## src/rtl/hm01b0_timing_gen.sv

```systemverilog
// HM01B0-style camera timing generator: emits vsync/hsync framed test patterns
// (raster count, gradient, checkerboard, frame number) with programmable blanking.
module hm01b0_timing_gen #(
    parameter int IMG_W    = 320,
    parameter int IMG_H    = 240,
    parameter int PIX_BITS = 8,
    parameter int H_BLANK  = 16,
    parameter int V_BLANK  = 32
) (
    input  logic                clock,
    input  logic                nreset,
    input  logic                en,
    input  logic [1:0]          mode,
    output logic                vsync,
    output logic                hsync,
    output logic [PIX_BITS-1:0] pixdata,
    output logic [15:0]         frame_count,
    output logic                frame_done,
    output logic [1:0]          state_dbg
);

    localparam int XW   = $clog2(IMG_W);
    localparam int YW   = (IMG_H > 1) ? $clog2(IMG_H) : 1;
    localparam int BMAX = (H_BLANK > V_BLANK) ? H_BLANK : V_BLANK;
    localparam int BW   = $clog2(BMAX + 1);

    localparam logic [XW-1:0] X_LAST = XW'(IMG_W - 1);
    localparam logic [YW-1:0] Y_LAST = YW'(IMG_H - 1);
    localparam logic [BW-1:0] H_LAST = BW'(H_BLANK - 1);
    localparam logic [BW-1:0] V_LAST = BW'(V_BLANK - 1);

    typedef enum logic [1:0] {
        S_IDLE   = 2'd0,
        S_ACTIVE = 2'd1,
        S_HBLANK = 2'd2,
        S_VBLANK = 2'd3
    } state_t;

    state_t              state;
    logic [XW-1:0]       x;
    logic [YW-1:0]       y;
    logic [BW-1:0]       blank_cnt;
    logic [PIX_BITS-1:0] raster;
    logic [1:0]          mode_q;
    logic                start_frame;

    // en is a plain level enable, sampled every cycle; there is no back-pressure.
    // A frame starts from IDLE, or back-to-back from the last VBLANK cycle.
    assign start_frame = en && ((state == S_IDLE) ||
                                ((state == S_VBLANK) && (blank_cnt == V_LAST)));
    assign state_dbg   = state;

    function automatic logic [PIX_BITS-1:0] pix_val(
        input logic [1:0]          m,
        input logic [XW-1:0]       px,
        input logic [YW-1:0]       py,
        input logic [PIX_BITS-1:0] rc,
        input logic [15:0]         fc
    );
        logic [PIX_BITS-1:0] v;
        logic                cx;
        logic                cy;
        // Bit 3 of each coordinate selects the 8x8 checker cell; a mask keeps
        // narrow coordinate widths legal (cell bit is then always zero).
        cx = (px & XW'(8)) != '0;
        cy = (py & YW'(8)) != '0;
        case (m)
            2'd0:    v = rc;
            2'd1:    v = PIX_BITS'(px);
            2'd2:    v = {PIX_BITS{cx ^ cy}};
            default: v = PIX_BITS'(fc);
        endcase
        return v;
    endfunction

    always_ff @(posedge clock or negedge nreset) begin
        if (!nreset) begin
            state       <= S_IDLE;
            x           <= '0;
            y           <= '0;
            blank_cnt   <= '0;
            raster      <= '0;
            mode_q      <= 2'd0;
            vsync       <= 1'b0;
            hsync       <= 1'b0;
            pixdata     <= '0;
            frame_count <= 16'd0;
            frame_done  <= 1'b0;
        end else begin
            frame_done <= 1'b0;
            if (start_frame) begin
                state   <= S_ACTIVE;
                x       <= '0;
                y       <= '0;
                raster  <= '0;
                mode_q  <= mode;
                vsync   <= 1'b1;
                hsync   <= 1'b1;
                pixdata <= pix_val(mode, '0, '0, '0, frame_count);
            end else begin
                case (state)
                    S_ACTIVE: begin
                        if (x == X_LAST) begin
                            hsync     <= 1'b0;
                            pixdata   <= '0;
                            blank_cnt <= '0;
                            if (y == Y_LAST) begin
                                state       <= S_VBLANK;
                                vsync       <= 1'b0;
                                frame_done  <= 1'b1;
                                frame_count <= frame_count + 16'd1;
                            end else begin
                                state <= S_HBLANK;
                            end
                        end else begin
                            x       <= x + XW'(1);
                            raster  <= raster + PIX_BITS'(1);
                            pixdata <= pix_val(mode_q, x + XW'(1), y,
                                               raster + PIX_BITS'(1), frame_count);
                        end
                    end
                    S_HBLANK: begin
                        if (blank_cnt == H_LAST) begin
                            state   <= S_ACTIVE;
                            x       <= '0;
                            y       <= y + YW'(1);
                            raster  <= raster + PIX_BITS'(1);
                            hsync   <= 1'b1;
                            pixdata <= pix_val(mode_q, '0, y + YW'(1),
                                               raster + PIX_BITS'(1), frame_count);
                        end else begin
                            blank_cnt <= blank_cnt + BW'(1);
                        end
                    end
                    S_VBLANK: begin
                        if (blank_cnt == V_LAST) begin
                            state <= S_IDLE;
                        end else begin
                            blank_cnt <= blank_cnt + BW'(1);
                        end
                    end
                    default: begin
                        state <= S_IDLE;
                    end
                endcase
            end
        end
    end

endmodule

```

## config.mk

```make
export PLATFORM = sky130hd
export DESIGN_NAME = hm01b0_timing_gen
export DESIGN_NICKNAME = d
export VERILOG_FILES = /design/src/rtl/hm01b0_timing_gen.sv
export SDC_FILE = /design/constraint.sdc
export NUM_CORES = 1
export LEC_CHECK = 0
export ABC_CLOCK_PERIOD_IN_PS = 3100
export CORE_AREA = 2 2 84 86
export CTS_CLUSTER_DIAMETER = 40
export DETAILED_ROUTE_END_ITERATION = 8
export DIE_AREA = 0 0 86 88
export DONT_BUFFER_PORTS = 1
export PLACE_DENSITY = 0.69
export SLEW_MARGIN = 20
export SYNTH_ARGS = -nofsm -noshare
export SYNTH_HDL_FRONTEND = slang
export SYNTH_SLANG_ARGS = --single-unit
```

## constraint.sdc

```tcl
create_clock -name clock -period 3.1 [get_ports clock]
set_input_delay 0.62 -clock clock [delete_from_list [all_inputs] [get_ports clock]]
set_output_delay 0.62 -clock clock [all_outputs]
set_load 0.03 [all_outputs]
```

==> impl_table.tex <==
\begin{tabular}{lr}
\hline
Metric & Value \\
\hline
\multicolumn{2}{l}{\textbf{Die}} \\
\quad Starting Density & about 54\% \\
\quad Count of boundary I/O pins & 34 \\
\quad Die width & 86 µm \\
\quad Number of placement rows & 30 \\
\quad Die Area & 0.00757 mm² \\
\quad Area of the placeable core & 0.00664 mm² \\
\quad Die Ht & 88 µm \\
\multicolumn{2}{l}{\textbf{STA}} \\
\quad RSZ-0062 raised after global routing & false \\
\quad Number of hold violations in the final report & 0 \\
\quad Relative slew slack & 51.6\% \\
\quad Post-Route Setup TNS & 0 ns \\
\quad Final setup violation count & 0 \\
\quad Minimum clock period after layout & 2.63 ns \\
\quad Final setup margin & 0.471 ns \\
\quad Achievable Freq & 380 MHz \\
\quad Total count of max-transition violations in the final report & 0 \\
\quad Actual slew at the worst max-slew pin & 0.721 ns \\
\quad Final Cycle Share & between 80\% and 90\% \\
\quad Final Skew & 0.0104 ns \\
\multicolumn{2}{l}{\textbf{Critical path}} \\
\quad Category of the worst setup path launch point & register \\
\quad Category of the most critical setup path & register to register \\
\quad Max FO, Critical Path & 12 \\
\quad CP arrival & 2.86 ns \\
\quad Category of the worst setup path capture point & register \\
\quad Required time at the worst-slack endpoint & 3.33 ns \\
\multicolumn{2}{l}{\textbf{Yosys}} \\
\quad Flip-flop and latch count after synthesis & between 60 and 70 \\
\quad Most common cell in the synthesized netlist & dfrtp\_1 \\
\quad Number of unique standard cell types used by synthesis & 50 \\
\quad Post-synthesis cell count & just under 400 \\
\quad Yosys Warn Count & 0 \\
\quad Sequential area share after synthesis & 43.2\% \\
\quad Net count of the mapped netlist & 410 \\
\quad Share of the synthesized area in compound gates (AO/OA/AOI/OAI) & 16.2\% \\
\quad Flip-flop cell with the highest count after synthesis & dfrtp\_1 \\
\quad Asr flop ratio synth & 100\% \\
\quad Synth Area in Simple Gates & a little under a quarter \\
\quad EDFF count, synth & 0 \\
\quad Dominant combinational cell family by area after synthesis & simple AND/OR/NAND/NOR gates \\
\quad Fraction of post-synthesis cell area in the top cell type by area & 43.2\% \\
\quad Commonest cells in the synthesized netlist & dfrtp\_1, nand2\_1, nor2\_1, o21ai\_0, xor2\_1 \\
\quad Library cell with the largest summed area after synthesis & dfrtp\_1 \\
\quad Cell area after synthesis & 0.00359 mm² \\
\quad Multiplexer share of the synthesized area & 0.628\% \\
\quad Adder-Cell Fraction of Synth Area & 3.49\% \\
\quad Ranking of synthesized cells by area & dfrtp\_1, xor2\_1, o21ai\_0 \\
\quad Avg Cell Area, Syn & roughly 9.1 µm² \\
\quad Area share of xor/xnor cells in the synthesized design & 10.6\% \\
\multicolumn{2}{l}{\textbf{Pwr}} \\
\quad Pwr dens & 747 mW/mm² \\
\quad Gate power share & 35.1\% \\
\quad VDD IR-drop max & 0.355 mV \\
\quad Clock network power share & between 20\% and 30\% \\
\quad Register share of total power & 41.8\% \\
\quad Overall power consumption & approximately 2.9 mW \\
\quad Switching power share of the total & between 40\% and 50\% \\
\quad Switching Power & 1.22 mW \\
\quad Leakage & 1.70 nW \\
\quad Internal & 1.66 mW \\
\multicolumn{2}{l}{\textbf{Global route}} \\
\quad Most Used Layer, Global Route & met2 \\
\quad Pin count of the biggest net entering global routing & 63 \\
\quad Total congestion overflow & 0 \\
\quad Global routing usage summed across all routing layers & 21.4\% \\
\quad Wire length of the first global-routing pass & roughly 13000 µm \\
\quad Met2 layer usage reported by global route & 33.7\% \\
\quad Global routing met1 resource utilization & 29.9\% \\
\quad Met3 Resource Use GR & 3.39\% \\
\quad Antenna violations before repair & 0 \\
\quad Number of global-route vias before repair & 2646 \\
\multicolumn{2}{l}{\textbf{Place}} \\
\quad Port Buffers & 0 \\
\quad Worst slack after detailed placement & 0.532 ns \\
\quad Detailed Place HPWL & approximately 5300 µm \\
\quad Cell area after placement & 0.00365 mm² \\
\quad Placer's final routability congestion estimate & 0.821 \\
\multicolumn{2}{l}{\textbf{Clock tree}} \\
\quad CTS tree & built \\
\quad Clock Root Buffer & clkbuf\_8 \\
\quad Number of buffers between clock root and the deepest sink & 2 \\
\quad Number of levels the H-tree was split into & 3 \\
\quad Later-pin clock latency in the skew report & 0.35 ns \\
\quad CTS buffer count & 9 \\
\quad Number of cells upsized or downsized after cts & 0 \\
\quad Total clock sinks & 62 \\
\quad Clock transition at the registers of the reported paths & $\sim$0.08 ns \\
\multicolumn{2}{l}{\textbf{Finish}} \\
\quad Filler instances & 596 \\
\quad Share of cells above drive strength 1 & 8.06\% \\
\quad Final instance area & 0.00386 mm² \\
\quad Number of nets at the end of the flow & 407 \\
\quad Post-synthesis to final-layout area growth & 7.46\% \\
\quad Antenna diode instance count & 0 \\
\multicolumn{2}{l}{\textbf{Status}} \\
\quad Outcome & finished clean \\
\multicolumn{2}{l}{\textbf{Route}} \\
\quad Total via count after detailed routing & 2852 \\
\quad Drc violations & 0 \\
\quad Total wire length after detailed routing & between 7000 and 8000 µm \\
\quad Initial DRC count & 182 \\
\quad Wire length per cell & between 15 and 20 µm \\
\quad Vias per inst & 5.98 \\
\quad DRT antenna net count & 0 \\
\quad Router iterations before antenna repair & 4 \\
\multicolumn{2}{l}{\textbf{Flow run}} \\
\quad Count of max-cap constraint violations & 0 \\
\multicolumn{2}{l}{\textbf{Worst hold path}} \\
\quad Path class of the lowest-slack min-delay path & input port to async pin \\
\hline
\end{tabular}
==> stage by stage <==
stage	util [%]	std cells	hold slack (ns)
after floorplan	-	395	0.324
after global placement	54.9	460	0.326
after global routing	58.0	477	0.165
after CTS	58.0	477	0.151
final	58.0	477	0.141
after detailed placement	54.9	460	0.326
==> worst max-delay path, cell delays in order (launching register included) <==
cell      delay [ns]
dfrtp_1         0.39
ha_1            0.23
nand4b_1        0.40
o21ai_2         0.41
o21ai_1         0.32
or2_2           0.46
o41ai_1         0.32
==> final cells by class <==
type,count,area [µm²],share of cell area [%]
inverter,7,26.3,0.681
sequential,62,1550,40.2
timing repair buffer,7,72.6,1.88
tap,80,100,2.60
clock inverter,6,45.0,1.17
clock buffer,10,138,3.57
multi-input combinational,305,1920,49.9
==> sequential cells by signal, summed over array words and instances (netlist names) <==
register     count
frame_count     16
x                9
pixdata          8
raster           8
y                8
blank_cnt        6
mode_q           2
state_dbg        2
frame_done       1
hsync            1
vsync            1
==> power groups by stage <==
stage               Sequential [mW]  Clock [mW]  Combinational, mW
floorplan                      1.12           0              0.833
global placement               1.22           0              0.979
detailed placement             1.22           0              0.981
CTS                            1.20       0.677               1.01
global route                   1.23       0.706               1.13
finish                         1.20       0.665               1.01
==> cell usage in the layout, fill, tap and decap left out, types with 3 or more instances in the layout <==
cell       netlist  layout
buf_4            0       6
nor3_2           3       3
nor3_1          11      11
nand3_1         16      16
a22oi_1          4       4
o21ai_0         35      35
clkbuf_8         0      10
inv_1            6       6
nand4_1          8       8
xor2_1          25      25
nand2_1         41      41
a2bb2oi_1        3       3
a31oi_1          6       6
nor2_1          38      38
nor2b_1          5       5
dfrtp_1         62      62
a21oi_1         13      13
and3_1          14      14
a211oi_1         4       4
nand2b_1         9       9
o21a_1           3       3
ha_1            10      10
xnor2_1         16      16
o31ai_1          9       9
==> cells by family (layout without fill, tap and decap cells) <==
kind of cell / after synthesis / after routing
and+or+nand+nor: 159 / 159
buffers and inverters: 28 / 30
xor gates and xnor gates: 42 / 42
DFF: 62 / 62
muxes: 2 / 2
AOI/OAI and AO/OA: 92 / 92
adders and majority gates: 10 / 10
==> path summary, 6_finish.rpt <==
| check | cells after the start | start | endpoint | slack (ns) |
|---|---|---|---|---|
| max | 6 | blank_cnt[0]$_DFFE_PN0P_ | x[8]$_DFFE_PN0P_ | 0.47 |
| min | 1 | nreset | blank_cnt[4]$_DFFE_PN0P_ | 0.14 |
| max reg2reg | 6 | blank_cnt[0]$_DFFE_PN0P_ | x[8]$_DFFE_PN0P_ | 0.47 |
| min reg2reg | 1 | x[8]$_DFFE_PN0P_ | x[8]$_DFFE_PN0P_ | 0.47 |
| max in group asynchronous | 1 | nreset | x[3]$_DFFE_PN0P_ | 2.68 |
| min in group clock | 2 | mode[1] | mode_q[1]$_DFFE_PN0N_ | 0.39 |
==> routing by layer <==
layer / part of all wire, % / wire length (µm)
met1: 47 / 3560
met2: 48 / 3630
met3: 4.9 / 369
met4: 0.50 / 38
met5: 0 / 0
==> timing repair <==
item | CTS | global route
hold buffers | 1 | 0
buffers inserted | 0 | 0
endpoints found under the hold margin | 62 | 0
No activity file was read; power rests on OpenSTA's default activity.
